==> config.mk <==
export PLATFORM = sky130hd
export DESIGN_NAME = pads_cfg_loader_flat
export DESIGN_NICKNAME = d
export VERILOG_FILES = /design/src/rtl/pads_cfg_pkg.sv /design/src/rtl/pads_cfg_if.sv /design/src/rtl/pads_cfg_shreg.sv /design/src/rtl/pads_cfg_loader.sv /design/src/flat_wrapper.sv
export SDC_FILE = /design/constraint.sdc
export NUM_CORES = 1
export LEC_CHECK = 0
export ABC_AREA = 1
export BUFFER_PORTS_ARGS = -buffer_cell sky130_fd_sc_hd__buf_2
export CORE_UTILIZATION = 30
export DETAILED_ROUTE_END_ITERATION = 7
export GPL_TIMING_DRIVEN = 0
export PLACE_DENSITY_LB_ADDON = 0.3
export SYNTH_ARGS = -nofsm -noshare
export SYNTH_HDL_FRONTEND = slang
export SYNTH_SLANG_ARGS = --single-unit
==> constraint.sdc <==
create_clock -name clk -period 2.1 [get_ports clk]
set_clock_uncertainty 0.15 [all_clocks]
set_input_delay 0.105 -clock clk [delete_from_list [all_inputs] [get_ports clk]]
set_output_delay 0.105 -clock clk [all_outputs]
set_load 0.05 [all_outputs]
==> src/rtl/pads_cfg_pkg.sv <==
// pads_cfg_pkg
//   Shared definitions for the pad configuration serial loader:
//   pad count, frame length, FSM state encoding and error codes.
package pads_cfg_pkg;

  localparam int NPADS   = 44;
  localparam int FRAME_W = 2 * NPADS;

  typedef enum logic [1:0] {
    IDLE  = 2'd0,
    SHIFT = 2'd1,
    FULL  = 2'd2,
    APPLY = 2'd3
  } state_e;

  localparam logic [1:0] ERR_NONE  = 2'b00;
  localparam logic [1:0] ERR_SHORT = 2'b01;
  localparam logic [1:0] ERR_OVF   = 2'b10;

endpackage

==> src/rtl/pads_cfg_if.sv <==
// pads_cfg_if
//   One-bit serial link from the housekeeping serial master to the pad
//   configuration loader.
//   ser_data  : frame bit, taken when ser_valid & ser_ready
//   ser_valid : ser_data carries a frame bit this cycle
//   ser_load  : commit request for the collected frame
//   ser_ready : loader accepts ser_valid / ser_load
interface pads_cfg_if;
  logic ser_data;
  logic ser_valid;
  logic ser_load;
  logic ser_ready;

  modport master (output ser_data, ser_valid, ser_load, input  ser_ready);
  modport slave  (input  ser_data, ser_valid, ser_load, output ser_ready);
endinterface

==> src/rtl/pads_cfg_shreg.sv <==
// pads_cfg_shreg
//   W-bit right-shift register: each new bit enters the MSB, so after W
//   shifts the first bit received sits in q[0].
//   clk, resetb : clock, asynchronous active-low reset
//   shift_en    : shift din in this cycle
//   clr         : synchronous clear (wins over shift_en)
//   din         : serial input bit
//   q           : register contents
module pads_cfg_shreg #(
  parameter int W = 8
) (
  input  logic         clk,
  input  logic         resetb,
  input  logic         shift_en,
  input  logic         clr,
  input  logic         din,
  output logic [W-1:0] q
);

  logic [W-1:0] sr_q;
  logic [W-1:0] sr_d;

  always_comb begin
    sr_d = sr_q;
    if (clr) begin
      sr_d = '0;
    end else if (shift_en) begin
      sr_d = {din, sr_q[W-1:1]};
    end
  end

  // NOTE: flops use non-blocking assignments so every register samples the
  // pre-edge values of its inputs, independent of process ordering.
  always_ff @(posedge clk or negedge resetb) begin
    if (!resetb) begin
      sr_q <= '0;
    end else begin
      sr_q <= sr_d;
    end
  end

  assign q = sr_q;

endmodule

==> src/rtl/pads_cfg_loader.sv <==
// pads_cfg_loader
//   Collects a FRAME_W-bit serial frame (NPADS io values, then NPADS mask
//   bits, LSB first) and commits it as one single-cycle masked write.
//   Malformed frames are discarded and flagged, never partially written.
//   clk, resetb : clock, asynchronous active-low reset
//   ser         : serial link (slave side), ser_ready low only in APPLY
//   cnfg_io     : pad values of the last committed frame, held
//   cnfg_en     : pad write mask, non-zero for one cycle per commit
//   done        : one-cycle pulse alongside the cnfg_en cycle
//   err         : one-cycle pulse when a frame is discarded
//   err_code    : 01 short frame, 10 overflow; zero when err is low
//   fill_cnt    : bits collected in the current frame
module pads_cfg_loader #(
  parameter int NPADS   = pads_cfg_pkg::NPADS,
  parameter int FRAME_W = 2 * NPADS
) (
  input  logic                         clk,
  input  logic                         resetb,
  pads_cfg_if.slave                    ser,
  output logic [NPADS-1:0]             cnfg_io,
  output logic [NPADS-1:0]             cnfg_en,
  output logic                         done,
  output logic                         err,
  output logic [1:0]                   err_code,
  output logic [$clog2(FRAME_W+1)-1:0] fill_cnt
);

  import pads_cfg_pkg::*;

  localparam int CNT_W = $clog2(FRAME_W + 1);

  state_e             state_q,     state_d;
  logic [CNT_W-1:0]   fill_cnt_q,  fill_cnt_d;
  logic [NPADS-1:0]   cnfg_io_q,   cnfg_io_d;
  logic [NPADS-1:0]   cnfg_en_q,   cnfg_en_d;
  logic               done_q,      done_d;
  logic               err_q,       err_d;
  logic [1:0]         err_code_q,  err_code_d;
  logic               ser_ready_q, ser_ready_d;

  logic               shift_en;
  logic               sr_clr;
  logic [FRAME_W-1:0] sr;

  pads_cfg_shreg #(
    .W (FRAME_W)
  ) u_shreg (
    .clk      (clk),
    .resetb   (resetb),
    .shift_en (shift_en),
    .clr      (sr_clr),
    .din      (ser.ser_data),
    .q        (sr)
  );

  // NOTE: every signal assigned here gets a default first, so no path
  // leaves a value unassigned and no latch is inferred.
  always_comb begin
    state_d    = state_q;
    fill_cnt_d = fill_cnt_q;
    cnfg_io_d  = cnfg_io_q;
    cnfg_en_d  = '0;
    done_d     = 1'b0;
    err_d      = 1'b0;
    err_code_d = ERR_NONE;
    shift_en   = 1'b0;
    sr_clr     = 1'b0;

    case (state_q)
      IDLE: begin
        // A bit wins over a load; a lone load is an empty (short) frame.
        if (ser.ser_valid) begin
          shift_en   = 1'b1;
          fill_cnt_d = CNT_W'(1);
          state_d    = SHIFT;
        end else if (ser.ser_load) begin
          err_d      = 1'b1;
          err_code_d = ERR_SHORT;
        end
      end

      SHIFT: begin
        // Load before the frame is complete: drop it, including any bit
        // presented in the same cycle.
        if (ser.ser_load) begin
          err_d      = 1'b1;
          err_code_d = ERR_SHORT;
          fill_cnt_d = '0;
          sr_clr     = 1'b1;
          state_d    = IDLE;
        end else if (ser.ser_valid) begin
          shift_en   = 1'b1;
          fill_cnt_d = fill_cnt_q + CNT_W'(1);
          if (fill_cnt_q == CNT_W'(FRAME_W - 1)) begin
            state_d = FULL;
          end
        end
      end

      FULL: begin
        // An extra bit means the master lost framing: overflow wins over load.
        if (ser.ser_valid) begin
          err_d      = 1'b1;
          err_code_d = ERR_OVF;
          fill_cnt_d = '0;
          sr_clr     = 1'b1;
          state_d    = IDLE;
        end else if (ser.ser_load) begin
          cnfg_io_d = sr[NPADS-1:0];
          cnfg_en_d = sr[FRAME_W-1:NPADS];
          done_d    = 1'b1;
          state_d   = APPLY;
        end
      end

      APPLY: begin
        // Write cycle; link inputs are ignored while ser_ready is low.
        fill_cnt_d = '0;
        sr_clr     = 1'b1;
        state_d    = IDLE;
      end

      default: begin
        fill_cnt_d = '0;
        sr_clr     = 1'b1;
        state_d    = IDLE;
      end
    endcase

    // ser_ready is registered, so it is derived from the state being entered.
    ser_ready_d = (state_d != APPLY);
  end

  always_ff @(posedge clk or negedge resetb) begin
    if (!resetb) begin
      state_q     <= IDLE;
      fill_cnt_q  <= '0;
      cnfg_io_q   <= '0;
      cnfg_en_q   <= '0;
      done_q      <= 1'b0;
      err_q       <= 1'b0;
      err_code_q  <= ERR_NONE;
      ser_ready_q <= 1'b1;
    end else begin
      state_q     <= state_d;
      fill_cnt_q  <= fill_cnt_d;
      cnfg_io_q   <= cnfg_io_d;
      cnfg_en_q   <= cnfg_en_d;
      done_q      <= done_d;
      err_q       <= err_d;
      err_code_q  <= err_code_d;
      ser_ready_q <= ser_ready_d;
    end
  end

  assign ser.ser_ready = ser_ready_q;
  assign cnfg_io       = cnfg_io_q;
  assign cnfg_en       = cnfg_en_q;
  assign done          = done_q;
  assign err           = err_q;
  assign err_code      = err_code_q;
  assign fill_cnt      = fill_cnt_q;

endmodule
==> src/flat_wrapper.sv <==
// flat-port wrapper written by rule: the top's interface ports become plain ports
module pads_cfg_loader_flat import pads_cfg_pkg::*;
#(
  parameter int NPADS   = pads_cfg_pkg::NPADS,
  parameter int FRAME_W = 2 * NPADS
)
  (clk, resetb, cnfg_io, cnfg_en, done, err, err_code, fill_cnt, ser_ser_data, ser_ser_valid, ser_ser_load, ser_ser_ready);
  pads_cfg_if ser_i ();
  input  logic clk;
  input  logic resetb;
  output logic [NPADS-1:0] cnfg_io;
  output logic [NPADS-1:0] cnfg_en;
  output logic done;
  output logic err;
  output logic [1:0] err_code;
  output logic [$clog2(FRAME_W+1)-1:0] fill_cnt;
  input wire logic [$bits(ser_i.ser_data)-1:0] ser_ser_data;
  input wire logic [$bits(ser_i.ser_valid)-1:0] ser_ser_valid;
  input wire logic [$bits(ser_i.ser_load)-1:0] ser_ser_load;
  output wire logic [$bits(ser_i.ser_ready)-1:0] ser_ser_ready;
  assign ser_i.ser_data = ser_ser_data;
  assign ser_i.ser_valid = ser_ser_valid;
  assign ser_i.ser_load = ser_ser_load;
  assign ser_ser_ready = ser_i.ser_ready;
  pads_cfg_loader #(.NPADS(NPADS), .FRAME_W(FRAME_W)) u_core (.clk(clk), .resetb(resetb), .ser(ser_i), .cnfg_io(cnfg_io), .cnfg_en(cnfg_en), .done(done), .err(err), .err_code(err_code), .fill_cnt(fill_cnt));
endmodule
==> summary.txt <==
critical path type: reg2reg
max-cap viol count: 0
final-report hold violation count: 0
DP Area: 0.00804 sq mm
Ys Warns: 0
status: finished, final reports clean
synthesized net count: 709
largest fanout on the critical path: 10
Fillers: 2332
CP peak stage delay: 0.45 ns
first-pass detailed-route iteration total: 4
Initial Utilization: 0.309
Reg area: 0.00476 sq mm
first-pass GRT wire length: 26300 um
crit-path cells: nor2_2 > nand2_2 > nand2_2 > buf_6 > buf_6 > o22ai_1
crit start category: flip-flop
pwr/cell area: 843 mW/mm^2
I/O pins: 105
Area Overhead vs Synth: 22.1%
Post-route DRC: 0
min cycle time layout: 1.71 ns
RSZ-0062 raised after global routing: no
Die Y: 156 um
GRT overflow: 0
post-synth cell types: 21
Worst VDD drop: 0.446 mV
Synth Cell Area: 0.00709 sq mm
clk slew on worst S/H paths: 0.07 ns
Clk Latency, worst-skew pair: 0.43 ns
drt total wl: 16000 um
CTS tree: built
largest net degree at the start of global routing: 114
Worst Path Buf+Inv: 2
Port-buffer cells: 104
slowest stage cell, crit path: dfrtp_1
CTS root buf: clkbuf_16
antenna viol nets, final: 0
Worst R2R Path Depth: 6
Core ar.: 0.0229 sq mm
Worst Hold Class: in2async
total CTS buffers: 17
post-DP HPWL: 10400 um
sink count of the clock tree: 190
Max Clk Rate: 0.583 GHz
initial antenna violation count: 0
dpl cells: 1121
fin nets: 838
die footprint: 0.0242 sq mm
wire length per cell: 13.8 um
Finished Cell Area: 0.00865 sq mm
Die X: 156 um
Vias: 5036
FF+latch count, synth: 190
# setup viols final: 0
diode count: 0
fin. max-slew vios: 0
Slew headroom: 0.598
leading cell type in the layout, fill and taps excluded: dfrtp_1
sequential fraction of the synthesis area: 0.671
Critical Path AT: 1.87 ns
Sum Neg Setup Slack: 0 ns
Least-Margin Pin Slew: 0.604 ns
overall power: 0.00729 W
crit-path leading delay family: simple AND/OR/NAND/NOR gates
Stages on worst setup path: 6
RePlAce Congestion: 0.754
CP required: 2.25 ns
H-tree depth: 4
Max Buffers Root-to-Sink: 2
period utilization: 0.817
vias in the first global route: 5021
Synth Instances: 703
multi-input logic area: 0.00172 sq mm
total track usage: 0.141
layout cells sized above 1: 0.207
# rows: 55
Final Core Density: 0.378
commonest cells after routing, fill and taps aside: 189 x dfrtp_1, 155 x nand2_1, 127 x buf_2, 100 x inv_1, 88 x o22ai_1
CP endpoint kind: flip-flop
Static Leak: 4.13 nW
DR iter-0 viols: 248
Avg Cell Area, Syn: 10.1 sq um
Avg Vias per Cell: 4.35
Final Non-Filler Cells: 1158
## cells by family after synthesis
group	after synthesis	synth area share
DFF	190	0.671
adders and majority gates	1	0.00177
and+or+nand+nor	229	0.126
buffers and inverters	144	0.0869
AOI/OAI and AO/OA	139	0.114
## synth_stat cells
library cell    n  share of area
a21oi_1         2         0.0014
buf_2          24          0.017
buf_6           6         0.0095
clkbuf_1       13         0.0069
dfrtp_1       189           0.67
dfstp_2         1         0.0037
ha_1            1         0.0018
inv_1         100          0.053
inv_2           1        0.00053
nand2_1       155          0.082
nand2_2         6         0.0053
nand3_1         4         0.0028
nand3b_1        1         0.0011
nand4_1         3         0.0026
nor2_1         58          0.031
nor2_2          1        0.00088
nor3_1          1        0.00071
o21a_1          1         0.0011
o21ai_0        45          0.032
o21ai_1         3         0.0021
o22ai_1        88          0.078
## routing by layer
metal / routed length, um / GRT usage / share of wire / vias up
li1: - / - / - / 2499
met1: 7700 / 0.187 / 0.48 / 2416
met2: 7460 / 0.227 / 0.47 / 103
met3: 593 / 0.0325 / 0.037 / 18
met4: 244 / 0.0500 / 0.015 / 0
met5: 0 / 0 / 0 / -
## state kept, by name (all words and copies together) (netlist names)
signal                flops
u_core.cnfg_en           44
u_core.err_code           2
u_core.done               1
u_core.ser.ser_ready      1
u_core.fill_cnt           7
u_core.cnfg_io           44
u_core.u_shreg.q         88
u_core.err                1
u_core.state_q            2
## worst register-to-register path: cells and delay by family, from the launching register on
| kind | cells | cell delay, ns |
|---|---|---|
| AO/OA/AOI/OAI | 1 | 0.08 |
| AND/OR/NAND/NOR | 3 | 0.52 |
| buffers and inverters | 2 | 0.38 |
| flip-flops | 1 | 0.45 |
## worst paths after layout
| path | startpoint | endpoint | slack [ns] |
|---|---|---|---|
| max | u_core.state_q[0] | u_core.u_shreg.q[80] | 0.39 |
| min | resetb | u_core.cnfg_en[31] | 0.08 |
| max reg2reg | u_core.state_q[0] | u_core.u_shreg.q[80] | 0.39 |
| min reg2reg | u_core.cnfg_io[29] | u_core.cnfg_io[29] | 0.33 |
| max in group asynchronous | resetb | u_core.u_shreg.q[8] | 0.74 |
| min in group clk | u_core.cnfg_io[29] | u_core.cnfg_io[29] | 0.33 |
## report_power, final
part	leakage [nW]	internal [W]	switching (W)
registers	2.64	0.00369	0.0000237
logic	1.21	0.000107	0.000320
clock network	0.277	0.00171	0.00145
total	4.13	0.00550	0.00179
## repair_timing
action / in CTS / in global routing
resized for setup: 0 / 0
hold endpoints to repair: 86 / 0
hold buffers: 5 / 0
setup buffers: 0 / 0
## area by class of cell
class | count | area share
buffer | 43 | 0.0273
clock inverter | 12 | 0.0126
tap | 313 | 0.0453
clock buffer | 20 | 0.0528
inverter | 101 | 0.0438
timing repair buffer | 110 | 0.0703
sequential | 190 | 0.550
multi-input combinational | 369 | 0.198
## per-stage QoR
stage / worst slack [ns] / hold WS, ns
after global routing: 0.246 / 0.142
after floorplan: 0.497 / -0.341
after global placement: -2.44 / 0.207
final: 0.385 / 0.0812
after detailed placement: 0.351 / -0.0226
after CTS: 0.326 / 0.102
(Power assumes the default switching activity.)
